File: src/rtl/instr_fetch_seq.sv
// instr_fetch_seq: program memory, PC and issue sequencer feeding the execute stage; `INSTR_DELAY_EN adds post-issue idle cycles
module instr_fetch_seq #(
  parameter int AW = 4,
  parameter int EXEC_DELAY = 2
) (
  input  logic          clk,
  input  logic          sys_rst,
  input  logic          start,
  input  logic          pm_we,
  input  logic [AW-1:0] pm_waddr,
  input  logic [31:0]   pm_wdata,
  output logic [31:0]   ir,
  output logic          ir_valid,
  input  logic          exec_ready,
  input  logic          zero_flag,
  input  logic          sign_flag,
  input  logic          carry_flag,
  input  logic          overflow_flag,
  output logic [AW-1:0] pc,
  output logic          busy,
  output logic          halted
);
  typedef enum logic [2:0] {
    IDLE, FETCH, ISSUE,
`ifdef INSTR_DELAY_EN
    DELAY,
`endif
    NEXT, HALT
  } state_t;
  state_t state;
  logic [31:0] mem [2**AW];
  logic [4:0] op;
  logic take;
  logic idle;
`ifdef INSTR_DELAY_EN
  localparam int DW = EXEC_DELAY > 2 ? $clog2(EXEC_DELAY) : 1;
  logic [DW-1:0] cnt;
`else
  logic unused_delay;
  assign unused_delay = |EXEC_DELAY;
`endif
  always_comb begin
    op = ir[31:27];
    idle = state == IDLE || state == HALT;
    take = (op == 5'd12) ||
           (op == 5'd13 && carry_flag) || (op == 5'd14 && !carry_flag) ||
           (op == 5'd15 && sign_flag) || (op == 5'd16 && !sign_flag) ||
           (op == 5'd17 && zero_flag) || (op == 5'd18 && !zero_flag) ||
           (op == 5'd19 && overflow_flag) || (op == 5'd20 && !overflow_flag);
  end
  // Memory only loads while stopped, so a running program never sees its own words change
  always_ff @(posedge clk)
    if (pm_we && idle) mem[pm_waddr] <= pm_wdata;
  always_ff @(posedge clk) begin
    if (sys_rst) begin
      state <= IDLE;
      pc <= '0;
      ir <= '0;
      ir_valid <= 1'b0;
      busy <= 1'b0;
      halted <= 1'b0;
`ifdef INSTR_DELAY_EN
      cnt <= '0;
`endif
    end else begin
      case (state)
        IDLE, HALT: if (start) begin
          state <= FETCH;
          pc <= '0;
          busy <= 1'b1;
          halted <= 1'b0;
        end
        FETCH: begin
          ir <= mem[pc];
          ir_valid <= 1'b1;
          state <= ISSUE;
        end
        ISSUE: if (exec_ready) begin
          ir_valid <= 1'b0;
`ifdef INSTR_DELAY_EN
          state <= (EXEC_DELAY == 0) ? NEXT : DELAY;
          cnt <= DW'(EXEC_DELAY - 1);
`else
          state <= NEXT;
`endif
        end
`ifdef INSTR_DELAY_EN
        DELAY: begin
          state <= (cnt == '0) ? NEXT : DELAY;
          cnt <= cnt - 1'b1;
        end
`endif
        NEXT: if (op == 5'd27) begin
          state <= HALT;
          busy <= 1'b0;
          halted <= 1'b1;
        end else begin
          pc <= take ? ir[AW-1:0] : pc + 1'b1;
          state <= FETCH;
        end
        default: state <= IDLE;
      endcase
    end
  end
endmodule

File: config.mk
export PLATFORM = sky130hd
export DESIGN_NAME = instr_fetch_seq
export DESIGN_NICKNAME = d
export VERILOG_FILES = /design/src/rtl/instr_fetch_seq.sv
export SDC_FILE = /design/constraint.sdc
export NUM_CORES = 1
export LEC_CHECK = 0
export ABC_AREA = 1
export CORE_ASPECT_RATIO = 1.5
export CORE_MARGIN = 3
export CORE_UTILIZATION = 25
export DETAILED_ROUTE_END_ITERATION = 8
export MAX_ROUTING_LAYER = met4
export SETUP_SLACK_MARGIN = 0.2
export SYNTH_ARGS = -nofsm -noshare
export SYNTH_HDL_FRONTEND = slang
export SYNTH_SLANG_ARGS = --single-unit
File: constraint.sdc
create_clock -name clk -period 6.75 [get_ports clk]
set_input_delay 2.025 -clock clk [delete_from_list [all_inputs] [get_ports clk]]
set_output_delay 2.025 -clock clk [all_outputs]
set_load 0.02 [all_outputs]
==> impl_metrics.yaml, run 1 <==
outcome:
  status: "finished, final reports clean"
timing:
  grt_setup_unrepaired: "no"
  timing.slew.headroom: 0.152
  setup_slack_ns: 2.49
  worstMarginPinSlew_ns: 1.27
  finalCritPeriodShare: 0.631
  tns_ns: 0
  setup_viol: 0
  final_hold_viol_count: 0
  fin_crit_ns: 4.26
  finClkSkew_ns: 0.0137
  fmax_mhz: 235
  finalMaxSlewViolations: 0
setup_path:
  slowest_delay_ns: 0.82
  crit_fanout: 75
  cp_data_required_time_ns: 4.72
  worst-setup-path-type: "register to primary output"
  crit_chain: "clkdlybuf4s50_1"
  startpoint_type: "register"
  crit_family: "flip-flops"
  cp_data_arrival_time_ns: 2.23
  crit_buf_inv: 1
  end_kind: "primary output"
  r2r_setup_slack_ns: 3.30
  cp_slowest_cell: "dfxtp_4"
grt:
  grt_pass1_wl_um: 84300
  antenna_found_initial: 7
  track_usage: 0.122
  grt_remaining_overflow: 0
  grt_max_degree: 194
  grt_pass1_vias: 13600
layout:
  instances_no_fill: 3133
  final_core_util: 0.292
  nFillCells: 9028
  areaGrowthSynthToFinish_pct: 15.3
  layout_commonest_cell: "edfxtp_1"
  drive_above_1_share: 0.0553
  num-nets-final: 1979
  final_cell_mix: "edfxtp_1, inv_1, nand3_1"
place:
  gp_congestion: 0.774
  io_buffer_count: 83
  pre_cts_slack_ns: 2.04
  hpwl_um: 33700
  placed_cells: 3039
logic_synthesis:
  synth_seq_cells: 554
  yosysTopAreaCell: "edfxtp_1"
  synthSimpleGateAreaFrac: 0.0902
  synth_mux_area_frac: 0
  netlist_area_um2: 22600
  synth_cell_type_count: 24
  synth_fa_ha_area_frac: 0.000553
  synth_nets: 1949
  synth_edf_count: 512
  synth_warnings: 0
  synth.avg_cell_area_um2: 11.9
  synthXorXnorAreaFrac: 0.00116
  synth-main-ff-cell: "edfxtp_1"
  syn_inst: 1903
  async_reset_ff_frac: 0
  synth_top_family_by_area: "compound AO/OA/AOI/OAI gates"
  synthTopCellsByArea: "edfxtp_1, inv_1, nand3_1, o211ai_1, a21oi_1"
  ys_seq_area_frac: 0.717
  synth_compound_area_frac: 0.110
  synth_top_area_frac: 0.680
drt:
  drt-total-wl_um: 57200
  drt_iter0_drc: 1319
  postRouteAntennaNets: 0
  drtPass1Iterations: 5
  drc: 0
  vias: 14100
  routedWlPerCell_um: 18.2
  viasPerCell: 4.48
die:
  die-area_um2: 94200
  die_w_um: 252
  io-pin-count: 84
  rows: 134
  initial_core_util: 0.253
  design.core.area_um2: 89400
  die_h_um: 374
clock_network:
  root_buffer: "clkbuf_16"
  cts_buffers: 48
  path_clk_slew_ns: 0.06
  post_cts_buffers: 0
  cts.path.max_buffers: 3
  htree_levels: 2
  insertion_delay_ns: 0.59
  ctsHoldBuffers: 0
  clock_sinks: 554
  cts_tree: "built"
  cts_resized: 0
power_and_ir_drop:
  pwr_density_cell_nw_per_um2: 279
  ir_drop_uv: 191
  power.leakage_nw: 8.84
run:
  drv_cap: 0
min_path:
  hold_class: "register to register"
cells in the mapped netlist (3+ instances only):
cell type	n
edfxtp_1	512
buf_6	4
buf_2	64
clkbuf_1	32
buf_4	4
inv_1	336
inv_2	3
dfxtp_1	42
o211ai_1	128
nand3_1	242
o21ai_0	130
nand2_1	188
a21oi_1	169
nor2_1	25
buf_1	13
final timing paths:
kind | startpoint | end | cells after the start
max | pc[0] | pc[0] | 1
min reg2reg | busy | busy | 2
max reg2reg | pc[0] | ir[26] | 9
min | busy | busy | 2
through the flow:
stage	area (um^2)	hold slack (ns)	power, mW
after CTS	26100	0.468	7.34
final	26100	0.468	7.26
after detailed placement	24600	0.458	4.68
after global routing	26100	0.491	7.52
after floorplan	22600	0.535	4.34
after global placement	24600	0.459	4.68
flip-flops by register name (all words and copies together), names as in the netlist:
register  count
busy          1
halted        1
ir_valid      1
state         3
pc            4
mem         512
ir           32
cells by family (layout without fill, tap and decap cells):
family                     after synthesis  after routing
DFF                                    554            554
and+or+nand+nor                        458            458
buffers and inverters                  456            525
AOI/OAI and AO/OA                      431            431
xor gates and xnor gates                 3              3
adders and majority gates                1              1
other                                    0              5
power by group:
part,leakage [nW],internal (mW),total [mW],switching [mW]
logic,3.14,0.217,0.682,0.465
clock network,0.732,1.42,2.66,1.24
registers,4.96,3.85,3.92,0.0703
layer usage:
metal	routed length [um]	vias up	global-route usage
li1	-	6716	-
met1	23800	6887	0.147
met2	28100	373	0.204
met3	3690	74	0.0243
met4	1630	0	0.0410
met5	0	-	-
layout make-up:
class | count | area, um^2 | share of cell area
flip-flops and latches | 554 | 16200 | 0.622
multi-input cells | 893 | 4690 | 0.180
well taps | 1156 | 1450 | 0.0555
inverters | 339 | 1270 | 0.0488
clock buffers | 58 | 1260 | 0.0483
repair buffers | 97 | 943 | 0.0362
clock inverters | 31 | 221 | 0.00849
diodes | 5 | 12.5 | 0.000480
No activity file was read; power rests on OpenSTA's default activity.
==> run 2, diff against run 1 <==
==> constraint.sdc (replaced) <==
create_clock -name clk -period 3.9 [get_ports clk]
set_input_delay 1.17 -clock clk [delete_from_list [all_inputs] [get_ports clk]]
set_output_delay 1.17 -clock clk [all_outputs]
set_load 0.02 [all_outputs]
==> run 2 against run 1 <==
Sequential share of layout area shrank 0.99 points. Worst hold slack is essentially flat. Total power grew 76%. Critical path type unchanged.
==> impl_metrics.yaml, run 2 (synthesis gave the netlist of run 1 again) <==
clock_network:
  cts.path.max_buffers: 3
  post_cts_buffers: 0
  path_clk_slew_ns: 0.06
  cts_tree: "built"
  cts_buffers: 49
  insertion_delay_ns: 0.57
  root_buffer: "clkbuf_16"
  htree_levels: 2
  ctsHoldBuffers: 0
  cts_resized: 0
  clock_sinks: 554
timing:
  setup_slack_ns: 0.857
  hold_ws_ns: 0.467
  finalCritPeriodShare: 0.780
  tns_ns: 0
  timing.slew.headroom: 0.326
  worstMarginPinSlew_ns: 1.01
  setup_viol: 0
  finClkSkew_ns: 0.0200
  fmax_mhz: 329
  fin_crit_ns: 3.04
  grt_setup_unrepaired: "no"
  finalMaxSlewViolations: 0
  final_hold_viol_count: 0
die:
  die-area_um2: 94200
  design.core.area_um2: 89400
  io-pin-count: 84
  rows: 134
  die_h_um: 374
  die_w_um: 252
  initial_core_util: 0.253
layout:
  largest_register_ff_count: 512
  layout_commonest_cell: "edfxtp_1"
  areaGrowthSynthToFinish_pct: 17.1
  fin_area_um2: 26500
  instances_no_fill: 3153
  num-nets-final: 1999
  regMostFlops: "mem"
  top_regs: "mem: 512 flops, ir: 32 flops, pc: 4 flops"
  final_cell_mix: "edfxtp_1, inv_1, nand3_1"
  drive_above_1_share: 0.0678
power_and_ir_drop:
  power.leakage_nw: 9.04
  ir_drop_uv: 271
  pwr_density_cell_nw_per_um2: 483
place:
  gp_congestion: 0.738
  io_buffer_count: 83
  dpl-instance-area_um2: 24900
  hpwl_um: 31700
  placed_cells: 3058
  pre_cts_slack_ns: 0.631
grt:
  grt_remaining_overflow: 0
  track_usage: 0.117
  antenna_found_initial: 5
  grt_max_degree: 243
  grt_pass1_wl_um: 82600
  grt_pass1_vias: 13300
setup_path:
  crit_end: "ir[29]"
  cp_slowest_cell: "clkdlybuf4s50_1"
  r2r_setup_slack_ns: 1.57
  crit_chain: "clkdlybuf4s50_1"
  slowest_delay_ns: 0.70
  r2r_cells: 6
  crit_cells: 1
  rr_endpoint: "ir[30]"
  startpoint_type: "register"
  crit_buf_inv: 1
  cp_data_required_time_ns: 2.73
  reg2reg_from: "pc[2]"
  worst-setup-path-type: "register to primary output"
  cp_data_arrival_time_ns: 1.87
  crit_family: "buffers and inverters"
  end_kind: "primary output"
  setup.worst_path.start: "ir[29]"
  crit_fanout: 5
drt:
  postRouteAntennaNets: 0
  drc: 0
  vias: 13800
  viasPerCell: 4.39
  drt-total-wl_um: 54600
  drt_iter0_drc: 1245
  drtPass1Iterations: 5
  routedWlPerCell_um: 17.3
run:
  drv_cap: 0
outcome:
  status: "finished, final reports clean"
min_path:
  hold_class: "register to register"
==> run 2: worst min-delay path by stage <==
stage                     cells after the start  start  slack (ns)   end
after floorplan                               2   busy        0.53  busy
after global placement                        2   busy        0.46  busy
after detailed placement                      2   busy        0.47  busy
after CTS                                     2   busy        0.48  busy
after global routing                          2   busy        0.49  busy
final                                         2   busy        0.47  busy
==> run 2: stage by stage <==
stage / util / total power [mW]
2_1_floorplan: - / 7.52
3_3_place_gp: 0.278 / 8.09
3_5_place_dp: 0.278 / 8.10
4_1_cts: 0.296 / 12.9
5_1_grt: 0.297 / 13.3
6_report: 0.297 / 12.8
==> run 2: final cells by class <==
| cell class | count | area, um^2 |
|---|---|---|
| Fill cell | 9004 | 62900 |
| Inverter | 339 | 1270 |
| Multi-Input combinational cell | 893 | 4690 |
| Tap cell | 1156 | 1450 |
| Antenna cell | 5 | 12.5 |
| Timing Repair Buffer | 116 | 1250 |
| Clock inverter | 26 | 265 |
| Clock buffer | 64 | 1330 |
| Sequential cell | 554 | 16200 |
==> run 2: report_power, final <==
part	leakage (nW)	internal [mW]	switching, mW
logic	3.28	0.390	0.796
clock network	0.789	2.75	2.10
registers	4.96	6.66	0.104
==> run 2: per-layer routing <==
| layer | global-route usage | up-vias | share of wire |
|---|---|---|---|
| met5 | - | - | 0 |
| met4 | 0.0360 | 0 | 0.025 |
| met1 | 0.140 | 6731 | 0.42 |
| met3 | 0.0289 | 75 | 0.063 |
| met2 | 0.196 | 286 | 0.49 |
| li1 | - | 6755 | - |
==> run 3, diff against run 2 <==
==> constraint.sdc (replaced) <==
create_clock -name clk -period 2.61 [get_ports clk]
set_input_delay 0.783 -clock clk [delete_from_list [all_inputs] [get_ports clk]]
set_output_delay 0.783 -clock clk [all_outputs]
set_load 0.02 [all_outputs]
==> run 3 against run 2 <==
Critical path depth stayed put. Combinational power is 63% higher. Global-route usage is 0.96 points higher. Register-to-register slack worse by 1.0 ns. Clock power is 48% higher. Cell count is 1.9% higher. Flip-flop and latch count stayed put.
==> impl_metrics.yaml, run 3 (synthesis gave the netlist of run 1 again) <==
timing:
  worstMarginPinSlew_ns: 0.762
  grt_setup_unrepaired: "no"
  fmax_mhz: 428
  finalMaxSlewViolations: 0
  setup_viol: 0
  finalCritPeriodShare: 0.896
  fin_crit_ns: 2.34
  timing.slew.headroom: 0.492
  final_hold_viol_count: 0
  finClkSkew_ns: 0.0215
die:
  initial_core_util: 0.253
  rows: 134
  die-area_um2: 94200
  io-pin-count: 84
  die_h_um: 374
  design.core.area_um2: 89400
  die_w_um: 252
drt:
  routedWlPerCell_um: 18.5
  drc: 0
  drtPass1Iterations: 5
  drt-total-wl_um: 59400
  postRouteAntennaNets: 0
  vias: 14300
  drt_iter0_drc: 1115
  viasPerCell: 4.46
place:
  io_buffer_count: 83
  hpwl_um: 37700
  placed_cells: 3110
  gp_congestion: 0.812
setup_path:
  worst-setup-path-type: "register to primary output"
  cp_slowest_cell: "clkdlybuf4s50_1"
  r2r_cells: 9
  cp_data_arrival_time_ns: 1.55
  crit_buf_inv: 1
  crit_family: "buffers and inverters"
  reg2reg_from: "pc[0]"
  crit_fanout: 2
  slowest_delay_ns: 0.65
  crit_chain: "clkdlybuf4s50_1"
  startpoint_type: "register"
  r2r_setup_slack_ns: 0.55
  cp_data_required_time_ns: 1.83
  rr_endpoint: "ir[30]"
  end_kind: "primary output"
layout:
  largest_register_ff_count: 512
  layout_commonest_cell: "edfxtp_1"
  nFillCells: 8913
  final_cell_mix: "edfxtp_1, inv_1, nand3_1"
  num-nets-final: 2054
  areaGrowthSynthToFinish_pct: 20.3
  instances_no_fill: 3212
  top_regs: "mem: 512 flops, ir: 32 flops, pc: 4 flops"
  drive_above_1_share: 0.0927
  regMostFlops: "mem"
min_path:
  min_delay_path_depth: 2
  hold_class: "register to register"
  hold_path_startpoint: "busy"
  min_to: "busy"
clock_network:
  insertion_delay_ns: 0.60
  path_clk_slew_ns: 0.07
  cts.path.max_buffers: 3
  htree_levels: 2
  cts_tree: "built"
  cts_buffers: 51
  root_buffer: "clkbuf_16"
  ctsHoldBuffers: 0
  clock_sinks: 554
grt:
  antenna_found_initial: 8
  grt_remaining_overflow: 0
  grt_pass1_wl_um: 88100
  grt_pass1_vias: 13700
  grt_max_degree: 142
  track_usage: 0.127
power_and_ir_drop:
  power_mw: 19.2
  power.leakage_nw: 9.48
  ir_drop_uv: 450
  pwr_density_cell_nw_per_um2: 706
run:
  drv_cap: 0
outcome:
  status: "finished, final reports clean"
==> run 3: how the worst max path moves through the flow <==
stage                   to    from  depth (start not counted)
5_1_grt               busy    busy                          1
4_1_cts             ir[29]  ir[29]                          1
3_3_place_gp   mem[15][20]   pm_we                          7
3_5_place_dp   mem[13][22]   pm_we                          7
6_report              busy    busy                          1
2_1_floorplan    mem[0][0]   pm_we                          4
==> run 3: final cells by class <==
| type | instances | area (um^2) | area share |
|---|---|---|---|
| Antenna cell | 6 | 15.0 | 0.000552 |
| Clock buffer | 61 | 1340 | 0.0491 |
| Clock inverter | 34 | 251 | 0.00924 |
| Inverter | 339 | 1270 | 0.0468 |
| Multi-Input combinational cell | 893 | 4690 | 0.172 |
| Sequential cell | 554 | 16200 | 0.596 |
| Tap cell | 1156 | 1450 | 0.0531 |
| Timing Repair Buffer | 169 | 1970 | 0.0726 |
==> run 3: through the flow <==
stage | setup WS [ns] | hold slack (ns) | setup TNS, ns | util | cell area, um^2
after floorplan | -0.288 | 0.535 | -73.79 | - | 22700
after global placement | 0.108 | 0.461 | 0 | 0.287 | 25600
after detailed placement | 0.135 | 0.468 | 0 | 0.287 | 25600
after CTS | 0.0471 | 0.478 | 0 | 0.304 | 27200
after global routing | 0.200 | 0.494 | 0 | 0.305 | 27200
final | 0.272 | 0.476 | 0 | 0.305 | 27200
==> run 3: repair_timing <==
item,4_1_cts,5_1_grt
endpoints found under the setup margin,16,3
resized for setup,15,3
buffers inserted,1,0
==> run 3: report_power, final <==
group          internal [mW]  total [mW]  switching, mW
Clock                   3.88        7.18           3.30
Combinational          0.652        1.94           1.29
Sequential              9.95        10.1          0.144
==> run 3: routing by layer <==
layer | GRT usage | share of wire | vias up
li1 | - | - | 6877
met1 | 0.163 | 0.43 | 6986
met4 | 0.0409 | 0.028 | 0
met5 | - | 0 | -
met2 | 0.205 | 0.48 | 376
met3 | 0.0207 | 0.058 | 92
